$ cat config.mk
export PLATFORM = sky130hd
export DESIGN_NAME = multi_issue_decoder
export DESIGN_NICKNAME = d
export VERILOG_FILES = /design/src/rtl/decode_pkg.sv /design/src/rtl/slot_decoder.sv /design/src/rtl/multi_issue_decoder.sv
export SDC_FILE = /design/constraint.sdc
export NUM_CORES = 1
export LEC_CHECK = 0
export CAP_MARGIN = 20
export CORE_MARGIN = 2
export CORE_UTILIZATION = 52
export CTS_CLUSTER_DIAMETER = 40
export DETAILED_ROUTE_END_ITERATION = 8
export PLACE_DENSITY_LB_ADDON = 0.08
export SLEW_MARGIN = 20
export SYNTH_ARGS = -nofsm -noshare
export SYNTH_HDL_FRONTEND = slang
export SYNTH_SLANG_ARGS = --single-unit
$ cat constraint.sdc
create_clock -name clk -period 5.1 [get_ports clk]
set_input_delay 0.51 -clock clk [delete_from_list [all_inputs] [get_ports clk]]
set_output_delay 0.51 -clock clk [all_outputs]
set_load 0.03 [all_outputs]
$ cat src/rtl/decode_pkg.sv
// Shared definitions for the multi-issue decoder.
//   ctrl_t    : per-slot control word (13 bits, illegal flag in bit 0)
//   aluop_e   : ALU operation encodings
//   OPC_*     : 6-bit major opcodes recognised by the slot decoder
//   occ_e     : skid-buffer occupancy states
//   mk_ctrl() : builds a legal control word from the nine flag bits and an aluop
package decode_pkg;

    localparam int CTRL_W = 13;
    localparam int OPC_W  = 6;

    typedef enum logic [2:0] {
        ALU_RTYPE = 3'b000,
        ALU_ADD   = 3'b001,
        ALU_SUB   = 3'b010,
        ALU_AND   = 3'b011,
        ALU_OR    = 3'b100,
        ALU_SLT   = 3'b101,
        ALU_LUI   = 3'b110,
        ALU_XOR   = 3'b111
    } aluop_e;

    typedef struct packed {
        logic   regwrite;
        logic   regdst;
        logic   alusrc;
        logic   branchbeq;
        logic   branchneq;
        logic   memwrite;
        logic   memtoreg;
        logic   jump;
        logic   jumplink;
        aluop_e aluop;
        logic   illegal;
    } ctrl_t;

    localparam logic [OPC_W-1:0] OPC_RTYPE = 6'b000000;
    localparam logic [OPC_W-1:0] OPC_ADDI  = 6'b001000;
    localparam logic [OPC_W-1:0] OPC_ANDI  = 6'b001100;
    localparam logic [OPC_W-1:0] OPC_ORI   = 6'b001101;
    localparam logic [OPC_W-1:0] OPC_SLTI  = 6'b001010;
    localparam logic [OPC_W-1:0] OPC_LW    = 6'b100011;
    localparam logic [OPC_W-1:0] OPC_SW    = 6'b101011;
    localparam logic [OPC_W-1:0] OPC_BEQ   = 6'b000100;
    localparam logic [OPC_W-1:0] OPC_BNE   = 6'b000101;
    localparam logic [OPC_W-1:0] OPC_J     = 6'b000010;
    localparam logic [OPC_W-1:0] OPC_JAL   = 6'b000011;
    localparam logic [OPC_W-1:0] OPC_XORI  = 6'b001110;
    localparam logic [OPC_W-1:0] OPC_LUI   = 6'b001111;

    typedef enum logic [1:0] {
        ST_EMPTY = 2'b00,
        ST_ONE   = 2'b01,
        ST_FULL  = 2'b10
    } occ_e;

    // flags = {regwrite,regdst,alusrc,beq,bne,memwrite,memtoreg,jump,jumplink}
    function automatic ctrl_t mk_ctrl(input logic [8:0] flags, input aluop_e op);
        return ctrl_t'({flags, op, 1'b0});
    endfunction

endpackage

$ cat src/rtl/slot_decoder.sv
// Combinational decode of one instruction slot.
//   i_opcode     : major opcode of the slot
//   i_slot_valid : slot carries a real instruction
//   o_ctrl       : control word; all-zero for an empty slot, illegal-only
//                  for an unrecognised opcode
module slot_decoder
    import decode_pkg::*;
(
    input  logic [OPC_W-1:0] i_opcode,
    input  logic             i_slot_valid,
    output ctrl_t            o_ctrl
);

    always_comb begin
        o_ctrl = '0;
        if (i_slot_valid) begin
            case (i_opcode)
                OPC_RTYPE: o_ctrl = mk_ctrl(9'b1_100_000_00, ALU_RTYPE);
                OPC_ADDI:  o_ctrl = mk_ctrl(9'b1_010_000_00, ALU_ADD);
                OPC_ANDI:  o_ctrl = mk_ctrl(9'b1_010_000_00, ALU_AND);
                OPC_ORI:   o_ctrl = mk_ctrl(9'b1_010_000_00, ALU_OR);
                OPC_SLTI:  o_ctrl = mk_ctrl(9'b1_010_000_00, ALU_SLT);
                OPC_LW:    o_ctrl = mk_ctrl(9'b1_010_001_00, ALU_ADD);
                OPC_SW:    o_ctrl = mk_ctrl(9'b0_010_010_00, ALU_ADD);
                OPC_BEQ:   o_ctrl = mk_ctrl(9'b0_001_000_00, ALU_SUB);
                OPC_BNE:   o_ctrl = mk_ctrl(9'b0_000_100_00, ALU_SUB);
                OPC_J:     o_ctrl = mk_ctrl(9'b0_010_000_10, ALU_ADD);
                OPC_JAL:   o_ctrl = mk_ctrl(9'b1_010_000_11, ALU_ADD);
                OPC_XORI:  o_ctrl = mk_ctrl(9'b1_010_000_00, ALU_XOR);
                OPC_LUI:   o_ctrl = mk_ctrl(9'b1_010_000_00, ALU_LUI);
                default:   o_ctrl.illegal = 1'b1;
            endcase
        end
    end

endmodule

$ cat src/rtl/multi_issue_decoder.sv
// Multi-issue instruction decoder with a 2-entry in-order skid buffer.
//   clk, reset        : clock, synchronous active-high reset
//   flush             : empties the buffer and drops the concurrent input bundle
//   in_valid/in_ready : input handshake; in_instr/in_slot_valid carry the bundle
//   out_valid/out_ready: output handshake; outputs show the oldest entry
//   out_instr, out_slot_valid : passed through from the accepted bundle
//   out_ctrl          : ISSUE_W control words, slot i at [i*CTRL_W +: CTRL_W]
//   out_illegal_any   : some valid slot of the presented bundle is illegal
//   illegal_cnt       : saturating count of accepted illegal slots
module multi_issue_decoder
    import decode_pkg::*;
#(
    parameter int ISSUE_W = 2,
    parameter int INSTR_W = 32
) (
    input  logic                        clk,
    input  logic                        reset,
    input  logic                        flush,
    input  logic                        in_valid,
    output logic                        in_ready,
    input  logic [ISSUE_W*INSTR_W-1:0]  in_instr,
    input  logic [ISSUE_W-1:0]          in_slot_valid,
    output logic                        out_valid,
    input  logic                        out_ready,
    output logic [ISSUE_W*INSTR_W-1:0]  out_instr,
    output logic [ISSUE_W-1:0]          out_slot_valid,
    output logic [ISSUE_W*CTRL_W-1:0]   out_ctrl,
    output logic                        out_illegal_any,
    output logic [31:0]                 illegal_cnt
);

    localparam int NCNT_W = 3;  // holds 0..4 illegal slots per bundle

    ctrl_t                      w_ctrl [ISSUE_W];
    logic [ISSUE_W*CTRL_W-1:0]  w_ctrl_flat;
    logic [ISSUE_W-1:0]         w_illegal_vec;
    logic [NCNT_W-1:0]          w_ill_num;
    logic [32:0]                w_cnt_sum;
    logic                       w_push;
    logic                       w_pop;
    occ_e                       r_state;
    occ_e                       w_state_next;

    // Entry 0 is always the oldest; entry 1 is only meaningful when FULL.
    logic [ISSUE_W*INSTR_W-1:0] r_instr     [2];
    logic [ISSUE_W-1:0]         r_slot_vld  [2];
    logic [ISSUE_W*CTRL_W-1:0]  r_ctrl      [2];
    logic                       r_ill_any   [2];
    logic [31:0]                r_illegal_cnt;

    generate
        for (genvar gi = 0; gi < ISSUE_W; gi++) begin : g_slot
            slot_decoder u_slot_decoder (
                .i_opcode     (in_instr[gi*INSTR_W + INSTR_W - OPC_W +: OPC_W]),
                .i_slot_valid (in_slot_valid[gi]),
                .o_ctrl       (w_ctrl[gi])
            );
            assign w_ctrl_flat[gi*CTRL_W +: CTRL_W] = w_ctrl[gi];
            assign w_illegal_vec[gi]                = w_ctrl[gi].illegal;
        end
    endgenerate

    always_comb begin
        w_ill_num = '0;
        for (int i = 0; i < ISSUE_W; i++) begin
            w_ill_num = w_ill_num + NCNT_W'(w_illegal_vec[i]);
        end
    end

    // Flush overrides both handshakes so a flushed cycle moves nothing.
    assign w_push    = in_valid && in_ready && !flush;
    assign w_pop     = out_valid && out_ready && !flush;
    assign w_cnt_sum = {1'b0, r_illegal_cnt} + 33'(w_ill_num);

    // State register
    always_ff @(posedge clk) begin
        if (reset) begin
            r_state <= ST_EMPTY;
        end else begin
            r_state <= w_state_next;
        end
    end

    // Next-state logic
    always_comb begin
        w_state_next = r_state;
        if (flush) begin
            w_state_next = ST_EMPTY;
        end else begin
            case (r_state)
                ST_EMPTY: if (w_push) w_state_next = ST_ONE;
                ST_ONE: begin
                    if (w_push && !w_pop)      w_state_next = ST_FULL;
                    else if (!w_push && w_pop) w_state_next = ST_EMPTY;
                end
                ST_FULL:  if (w_pop) w_state_next = ST_ONE;
                default:  w_state_next = ST_EMPTY;
            endcase
        end
    end

    // Handshake outputs depend on registered state only
    always_comb begin
        in_ready  = (r_state != ST_FULL);
        out_valid = (r_state != ST_EMPTY);
    end

    always_ff @(posedge clk) begin
        if (reset) begin
            for (int i = 0; i < 2; i++) begin
                r_instr[i]    <= '0;
                r_slot_vld[i] <= '0;
                r_ctrl[i]     <= '0;
                r_ill_any[i]  <= 1'b0;
            end
            r_illegal_cnt <= '0;
        end else begin
            if (w_push) begin
                r_illegal_cnt <= w_cnt_sum[32] ? 32'hFFFF_FFFF : w_cnt_sum[31:0];
            end
            if (!flush) begin
                case (r_state)
                    ST_EMPTY: if (w_push) begin
                        r_instr[0]    <= in_instr;
                        r_slot_vld[0] <= in_slot_valid;
                        r_ctrl[0]     <= w_ctrl_flat;
                        r_ill_any[0]  <= |w_illegal_vec;
                    end
                    ST_ONE: if (w_push) begin
                        // Simultaneous pop: the new bundle becomes the oldest.
                        r_instr[w_pop ? 0 : 1]    <= in_instr;
                        r_slot_vld[w_pop ? 0 : 1] <= in_slot_valid;
                        r_ctrl[w_pop ? 0 : 1]     <= w_ctrl_flat;
                        r_ill_any[w_pop ? 0 : 1]  <= |w_illegal_vec;
                    end
                    ST_FULL: if (w_pop) begin
                        r_instr[0]    <= r_instr[1];
                        r_slot_vld[0] <= r_slot_vld[1];
                        r_ctrl[0]     <= r_ctrl[1];
                        r_ill_any[0]  <= r_ill_any[1];
                    end
                    default: ;
                endcase
            end
        end
    end

    assign out_instr       = r_instr[0];
    assign out_slot_valid  = r_slot_vld[0];
    assign out_ctrl        = r_ctrl[0];
    assign out_illegal_any = r_ill_any[0];
    assign illegal_cnt     = r_illegal_cnt;

endmodule

==> impl_results.md, run 1 <==
* Largest family of logic cells by synthesized area: simple AND/OR/NAND/NOR gates
* Post-CTS Setup Bufs at 0
* Maximum Capacitance Violations at 0
* Final ANT Viol Nets at 0
* Hold_buf cts at 0
* CTS buffer count at 34
* WP data required at 5.51 ns
* Final Cell Area at 0.01288 sq mm
* Worst Setup Start Kind: input pin
* Final slew viol count at 0
* Tcrit/Tclk final at 0.7313
* Longest Clk Path Bufs at 3
* Slowest stage cell, crit path: clkdlybuf4s50_1
* Post-route insts no fill at 1239
* Final setup fails at 0
* Nets at 1060
* Antenna cells at 0
* Final hold vios at 0
* Hold crit path type: reg -> reg
* Place WS at 0.9781 ns
* Maximum VDD drop at 271.6 uV
* Syn Std Cell Area at 0.009632 sq mm
* Routed len/inst at 18.21 microns
* Seq/Total Area, Yosys at 0.6506
* TNS Setup at 0 ns
* Placed Cells at 1179
* Post-Synth Simple-Gate Area at 0.1587
* Final worst slack at 1.370 ns
* Status: finished, violations left
* Complex-gate fraction of the synthesized area at 0.05898
* Syn_nets at 872
* Worst setup EP type: register
* Failing checks: design-rule violations
* Grt ovf at 0
* Num rows at 49
* # DRC at 12
* Async SR Flop Fraction at 0
* 1st-pass router iterations at 9
* XOR/XNOR share of the synthesized area at 0.02273
* First-pass GRT wire length at 35.76 mm
* EDFF count, synth at 186
* I/O Pins at 198
* Vias in the first global route at 7003
* Drt total wl at 22.56 mm
* Seq cells post-synth at 220
* Worst path cell trace: clkdlybuf4s50_1, mux2i_1, o31a_1, o311ai_0, fa_1, inv_1, ha_1, nand2_1, nor3_2, and3_1, nand2b_4, a21oi_1
* Layout cells sized above 1 at 0.08119
* H-tree Lvls at 2
* Clk slew on worst S/H paths at 0.06 ns
* Max Clock Freq at 0.2681 GHz
* GPL Wtd Cong at 0.8932
* TritonCTS clock tree: yes
* Largest net degree at the start of global routing at 94
* Placed cell areas at 0.01174 sq mm
* Core ar. at 0.01809 sq mm
* Main synth FF type: edfxtp_1
* Layout Area Growth over Synthesis at 33.72%
* Drt initial violations at 553
* # clock sinks at 220
* Worst Skew at 0.01469 ns
* CP arrival at 4.14 ns
* Post-Synthesis Cells at 798
* Pwr dens at 365.2 mW/mm^2
* Adder-cell share of the synthesized area at 0.004677
* Post_cts resized at 0
* Mapped Avg Cell Area at 12.07 sq um
* Initial antenna violation count at 0
* Synth cell types at 61
* Leakage power at 4.885 nW
* Clk Latency, worst-skew pair at 0.49 ns
* DIE AREA at 0.01963 sq mm
* Cell taking the most area after synthesis: edfxtp_1
* Synth warnings at 0
* Total GRT Usage at 0.2258
* Post-synthesis mux area share at 0.07171
* RSZ-0062 raised after global routing: no
* Synth top area share at 0.5799
* Root Buffer: clkbuf_16
* Max-slew headroom at 0.3039
* Worst-Margin Slew at 1.044 ns
* Top cells by area, synth: edfxtp_1, nor2_1, mux2i_1, dfxtp_1, a21oi_1
* Post-DP HPWL at 14.06 mm
* Die Ht at 140.1 microns
* Crit path kind: in -> reg
* Via density at 5.562
* Vias at 6891
* Die width at 140.1 microns
* Crit-path max cell delay at 0.71 ns
* I/O Buffers at 197
* Initial Utilization at 0.5325
* Post-layout min period at 3.730 ns
* Total Power at 0.004704 W
* Critical Path Fanout Max at 27
-- stage by stage --
stage / hold WS, ns / util
5_1_grt: 0.5821 / 0.7121
3_3_place_gp: 0.5183 / 0.6492
4_1_cts: 0.5462 / 0.7117
3_5_place_dp: 0.5175 / 0.6492
2_1_floorplan: 0.4946 / -
6_report: 0.5418 / 0.7121
-- critical path, delay by kind of cell --
kind	cells	cell delay, ns
adder cells (fa/ha/maj)	2	0.69
AO/OA/AOI/OAI	3	0.67
multiplexers	1	0.30
buffers and inverters	2	0.79
AND/OR/NAND/NOR	4	1.16
-- cell type report --
class	count	area, sq um
clock buffer	41	919.6
clock inverter	19	210.2
fill	1264	5206
inverter	10	37.54
multi-input combinational	512	3093
sequential	220	6266
tap	229	286.5
timing repair buffer	208	2067
-- flip-flops by register name (all words and copies together) (netlist names) --
signal       cells
r_ill_any        2
r_state          2
r_ctrl          52
illegal_cnt     32
r_instr        128
r_slot_vld       4
-- power breakdown --
part           switching, W  internal [W]
combinational      0.000225      0.000157
clock              0.000820       0.00145
sequential        0.0000252       0.00203
-- path summary, 6_finish.rpt --
check,from,endpoint,slack [ns],depth (start not counted)
worst min register to register,r_ctrl[1][20]$_SDFFCE_PN0P_,r_ctrl[0][20]$_SDFFCE_PN0P_,0.54,2
worst min-delay path,r_ctrl[1][20]$_SDFFCE_PN0P_,r_ctrl[0][20]$_SDFFCE_PN0P_,0.54,2
worst max register to register,r_state[1]$_SDFFE_PP0P_,r_ctrl[1][1]$_SDFFCE_PN0P_,2.35,7
worst max-delay path,in_instr[58],illegal_cnt[17]$_SDFFE_PP0P_,1.37,12
-- cell families after synthesis --
| family | Yosys count |
|---|---|
| AO/OA/AOI/OAI | 86 |
| XOR/XNOR | 25 |
| adder cells (fa/ha/maj) | 3 |
| buffers and inverters | 66 |
| flip-flops | 220 |
| multiplexers | 69 |
| AND/OR/NAND/NOR | 329 |
-- layer usage --
layer  GRT usage  vias up  part of all wire
met2      0.3881      260              0.50
met3     0.05812       31             0.069
met5           0        -                 0
met1      0.2878     3340              0.42
li1            -     3260                 -
met4     0.05848        0             0.018
-- cell usage in the layout, fill, tap and decap left out, types with 4 or more instances in the layout --
cell / n
clkdlybuf4s50_1: 197
nor2_1: 192
edfxtp_1: 186
mux2i_1: 69
clkbuf_16: 36
a21oi_1: 35
dfxtp_1: 34
nand2_1: 31
nor3_1: 20
xor2_1: 17
nand4_1: 14
inv_1: 10
buf_4: 10
nand2b_1: 9
and3_1: 9
a22oi_1: 9
nand3_1: 8
a31oi_1: 8
xnor2_1: 8
nor2b_1: 7
nand3b_1: 7
and2_1: 7
clkinv_4: 5
clkbuf_1: 5
o21ai_0: 4
inv_6: 4
-- cell usage after synthesis (11+ instances only) --
cell	n
mux2i_1	69
nor2_1	192
nand2b_1	11
nand2_1	32
edfxtp_1	186
buf_2	15
xor2_1	17
nor3_1	20
dfxtp_1	34
clkbuf_1	34
a21oi_1	35
nand4_1	14
Note: power is estimated with default switching activity, not from simulation.
==> run 2: changes to the inputs <==
Clock period 5.1 ns to 3.6 ns, I/O delays scaled along.
==> run 2 against run 1 <==
The flow still finishes with violations (design-rule violations). Critical path type unchanged. Global-route usage grew 0.57 points. Largest power group unchanged. Clock skew shrank 0.0026 ns. Non-clock buffer count grew 16. Utilization grew 1.5 points. Sequential power grew 41%. Critical path depth grew 1. Total power grew 49%. Hold slack lost 0.013 ns. Routed wire length grew 2.3%.
==> impl_results.md, run 2 (same netlist as run 1, synthesis figures left out) <==
* Status: finished, violations left
* Failing checks: design-rule violations
* Worst Hold Endpoint: r_ctrl[0][19]$_SDFFCE_PN0P_
* Biggest register: r_instr
* FF-to-FF path depth at 7
* First-pass GRT wire length at 36.43 mm
* WP depth at 13
* Worst Skew at 0.01212 ns
* Worst path cell trace: clkdlybuf4s50_1, buf_4, nor3_1, a31oi_1, o311ai_0, fa_1, inv_1, ha_1, nand2_1, nor3_2, and3_1, nand2b_4, a21oi_1
* I/O Buffers at 197
* Crit-path max cell delay at 0.70 ns
* Worst hold path depth at 2
* Commonest non-fill, non-tap cell in the layout: clkdlybuf4s50_1
* Slowest stage cell, crit path: o311ai_0
* Post_cts resized at 0
* Layout Area Growth over Synthesis at 36.45%
* DIE AREA at 0.01963 sq mm
* I/O Pins at 198
* Hold_buf cts at 0
* TritonCTS clock tree: yes
* Crit Reg-Reg Startpoint: r_state[1]$_SDFFE_PP0P_
* 1st-pass router iterations at 8
* Nets at 1078
* Maximum Capacitance Violations at 0
* Reg-to-Reg End: r_ctrl[1][21]$_SDFFCE_PN0P_
* Root Buffer: clkbuf_16
* CP arrival at 3.42 ns
* Vias in the first global route at 7265
* TNS Setup at 0 ns
* Num rows at 49
* Max-slew headroom at 0.2772
* Drt initial violations at 460
* GPL Wtd Cong at 0.8272
* Hold crit path type: reg -> reg
* H-tree Lvls at 2
* Die width at 140.1 microns
* Worst reg-to-reg setup slack at 1.08 ns
* Final hold vios at 0
* Critical path's top delay family: simple AND/OR/NAND/NOR gates
* # DRC at 14
* Clk Latency, worst-skew pair at 0.50 ns
* Worst Setup Start Kind: input pin
* Sequential share of power at 0.414
* Layout cells sized above 1 at 0.09630
* Maximum VDD drop at 354.2 uV
* Share of total power in combinational logic at 0.080
* Min-delay src: r_ctrl[1][19]$_SDFFCE_PN0P_
* Post-DP HPWL at 14.34 mm
* Crit path kind: in -> reg
* Routed len/inst at 18.36 microns
* Via density at 5.639
* Final ANT Viol Nets at 0
* Initial Utilization at 0.5325
* Leakage power at 5.013 nW
* Final setup fails at 0
* # clock sinks at 220
* Commonest non-fill, non-tap cells in the layout: clkdlybuf4s50_1, nor2_1, edfxtp_1
* Worst setup EP type: register
* Clk slew on worst S/H paths at 0.05 ns
* WP data required at 3.95 ns
* Post-layout min period at 3.067 ns
* Antenna cells at 0
* Total Power at 0.007014 W
* Largest net degree at the start of global routing at 94
* Clock share of power at 0.506
* Max Clock Freq at 0.3261 GHz
* Initial antenna violation count at 0
* Post-CTS Setup Bufs at 0
* Layout filler cell count at 1247
* Drt total wl at 23.08 mm
* WP buf/inv at 3
* CTS buffer count at 36
* Final slew viol count at 0
* Worst-Margin Slew at 1.084 ns
* Total GRT Usage at 0.2315
* Pwr dens at 533.7 mW/mm^2
* Tcrit/Tclk final at 0.8519
* Longest Clk Path Bufs at 3
* RSZ-0062 raised after global routing: no
* Net Sw Power at 0.001531 W
* Net Sw Frac at 0.2183
* Die Ht at 140.1 microns
* Internal power at 0.005482 W
* Critical Path Fanout Max at 27
* Grt ovf at 0
* Core ar. at 0.01809 sq mm
* Vias at 7088
* Largest register FFs at 128
## run 2: power by group through the flow
stage | combinational [W] | clock [W] | sequential, W
2_1_floorplan | 0.000157 | 0 | 0.00308
3_3_place_gp | 0.000551 | 0 | 0.00295
3_5_place_dp | 0.000561 | 0 | 0.00295
4_1_cts | 0.000565 | 0.00359 | 0.00291
5_1_grt | 0.000595 | 0.00369 | 0.00291
6_report | 0.000562 | 0.00355 | 0.00290
## run 2: per-layer routing
layer  routed length [microns]  share of wire  vias to the layer above  global-route usage
met2                     11680           0.51                      290              0.3969
met3                      1638          0.071                       47             0.05333
met4                       529          0.023                        0             0.08240
met1                      9229           0.40                     3454              0.2904
li1                          -              -                     3297                   -
met5                         0              0                        -                   0
## run 2: layout make-up
cell class / instances / area [sq um] / share of cell area
clock buffer: 40 / 937.1 / 0.07131
clock inverter: 22 / 306.5 / 0.02332
inverter: 10 / 37.54 / 0.002856
multi-input combinational: 512 / 3084 / 0.2347
sequential: 220 / 6266 / 0.4768
tap: 229 / 286.5 / 0.02180
timing repair buffer: 224 / 2225 / 0.1693
## run 2: tightest hold or removal path: stages, from the launching register on
cell      delay (ns)
edfxtp_1        0.31
nand2_1         0.05
o31ai_1         0.06
## run 2: metrics by stage
step	hold slack (ns)	worst slack, ns	std cells	cell area, sq um	utilization
CTS	0.5265	0.5270	1257	13140	0.7267
floorplan	0.4393	0.06131	798	9634	-
global placement	0.5136	0.1947	1195	11900	0.6579
global route	0.5382	0.2656	1257	13140	0.7267
finish	0.5285	0.5333	1257	13140	0.7267
detailed placement	0.5235	0.03807	1195	11900	0.6579
## run 2: worst max path at each step
stage,startpoint,endpoint
detailed placement,in_instr[58],illegal_cnt[19]$_SDFFE_PP0P_
finish,in_instr[58],illegal_cnt[19]$_SDFFE_PP0P_
CTS,in_instr[58],illegal_cnt[6]$_SDFFE_PP0P_
global route,in_instr[58],illegal_cnt[0]$_SDFFE_PP0P_
global placement,in_instr[26],illegal_cnt[13]$_SDFFE_PP0P_
floorplan,out_ready,r_ctrl[0][0]$_SDFFCE_PN0P_
==> run 3: changes to the inputs <==
Settings changed: CORE_UTILIZATION 52 to 45.
==> run 3 against run 2 <==
The run now ends clean. Utilization decreased by 10 points. Non-clock buffer count increased by 7. Clock skew decreased by 0.0021 ns. Clock-buffer cell count increased by 4. Critical path type unchanged.
==> impl_results.md, run 3 (same netlist as run 1, synthesis figures left out) <==
* Final hold slack at 0.5348 ns
* Hold crit path type: reg -> reg
* Sequential share of power at 0.441
* Layout filler cell count at 1704
* Vias in the first global route at 6707
* Status: finished, final reports clean
* RSZ-0062 raised after global routing: no
* Internal power at 0.005083 W
* Root Buffer: clkbuf_16
* Tcrit/Tclk final at 0.8903
* Worst Setup Start Kind: input pin
* Grt ovf at 0
* Commonest non-fill, non-tap cell in the layout: clkdlybuf4s50_1
* CTS buffer count at 35
* Via density at 5.176
* Final core occ at 0.6242
* Total GRT Usage at 0.1964
* Final hold vios at 0
* Leakage power at 4.986 nW
* Share of total power in combinational logic at 0.086
* Post-route insts no fill at 1310
* Routed len/inst at 16.95 microns
* Max-slew headroom at 0.3927
* Post_cts resized at 0
* H-tree Lvls at 2
* TritonCTS clock tree: yes
* Initial Utilization at 0.4582
* Post-DP HPWL at 14.30 mm
* Worst path cell trace: clkdlybuf4s50_1, nor2b_1, a21boi_0, o31ai_1, fa_1, inv_1, ha_1, nand2_1, nor3_2, and3_1, nand2b_4, a21oi_1
* Post-layout min period at 3.205 ns
* Initial antenna violation count at 0
* Maximum Capacitance Violations at 0
* Worst-Margin Slew at 0.9040 ns
* Pwr dens at 501.1 mW/mm^2
* Clk Latency, worst-skew pair at 0.49 ns
* DIE AREA at 0.02259 sq mm
* Worst Skew at 0.009972 ns
* WP data required at 4.01 ns
* Longest Clk Path Bufs at 3
* Layout Area Growth over Synthesis at 36.24%
* Crit-path max cell delay at 0.48 ns
* Clk slew on worst S/H paths at 0.05 ns
* Commonest non-fill, non-tap cells in the layout: clkdlybuf4s50_1, nor2_1, edfxtp_1
* Core ar. at 0.02102 sq mm
* Die Ht at 150.3 microns
* # DRC at 0
* Max Clock Freq at 0.3120 GHz
* Placed Cells at 1248
* Largest register FFs at 128
* Antenna cells at 0
* Slowest stage cell, crit path: clkdlybuf4s50_1
* Final ANT Viol Nets at 0
* Maximum VDD drop at 326.3 uV
* Layout cells sized above 1 at 0.09855
* Final setup fails at 0
* 1st-pass router iterations at 6
* CP arrival at 3.61 ns
* Num rows at 53
* I/O Buffers at 197
* Critical Path Fanout Max at 27
* Worst setup EP type: register
* Critical path's top delay family: simple AND/OR/NAND/NOR gates
* Final slew viol count at 0
* Net Sw Frac at 0.2270
* Hold_buf cts at 0
* I/O Pins at 198
* GPL Wtd Cong at 0.8023
* Post-CTS Setup Bufs at 0
* Vias at 6780
* Drt initial violations at 393
* # clock sinks at 220
* Net Sw Power at 0.001493 W
* Largest net degree at the start of global routing at 63
* Drt total wl at 22.21 mm
* Nets at 1084
* First-pass GRT wire length at 35.07 mm
* Crit path kind: in -> reg
* Biggest register: r_instr
* Die width at 150.3 microns
* WP buf/inv at 2
* Clock share of power at 0.473
[run 3: routing by layer]
layer	up-vias	part of all wire	track usage	wire length, microns
met3	40	0.061	0.04303	1348
met2	185	0.48	0.3161	10730
met1	3248	0.44	0.2705	9747
met5	-	0	0	0
li1	3307	-	-	-
met4	0	0.017	0.05283	376
[run 3: cell type report]
class	count	area [sq um]	share of cell area
sequential	220	6266	0.4775
tap	275	344.1	0.02622
clock buffer	44	962.2	0.07332
timing repair buffer	231	2290	0.1745
inverter	10	37.54	0.002860
multi-input combinational	512	3084	0.2350
clock inverter	18	138.9	0.01058
[run 3: tightest hold or removal path: cells and delay by family, from the launching register on]
family | cells | cell delay [ns]
flip-flops | 1 | 0.32
AND/OR/NAND/NOR | 1 | 0.05
AO/OA/AOI/OAI | 1 | 0.07
[run 3: metrics by stage]
step | setup slack (ns) | cell area [sq um] | total power, W | setup TNS, ns
floorplan | 0.06131 | 9634 | 0.003238 | 0
global placement | 0.01680 | 12020 | 0.003518 | 0
detailed placement | -0.09063 | 12020 | 0.003519 | -1.113
CTS | 0.4183 | 13120 | 0.006641 | 0
global route | 0.1436 | 13120 | 0.006796 | 0
finish | 0.3950 | 13120 | 0.006575 | 0
[run 3: power by group through the flow]
stage / clock, W / combinational [W] / sequential (W)
global placement: 0 / 0.000568 / 0.00295
floorplan: 0 / 0.000157 / 0.00308
CTS: 0.00317 / 0.000570 / 0.00290
finish: 0.00311 / 0.000563 / 0.00290
global route: 0.00328 / 0.000603 / 0.00291
detailed placement: 0 / 0.000568 / 0.00295
[run 3: path summary, 6_finish.rpt]
kind,depth (start not counted),endpoint,from,slack [ns]
setup reg to reg,9,illegal_cnt[7]$_SDFFE_PP0P_,illegal_cnt[0]$_SDFFE_PP0P_,1.00
hold / removal,2,r_ctrl[0][19]$_SDFFCE_PN0P_,r_ctrl[1][19]$_SDFFCE_PN0P_,0.53
hold reg to reg,2,r_ctrl[0][19]$_SDFFCE_PN0P_,r_ctrl[1][19]$_SDFFCE_PN0P_,0.53
setup / recovery,12,illegal_cnt[7]$_SDFFE_PP0P_,in_instr[26],0.40
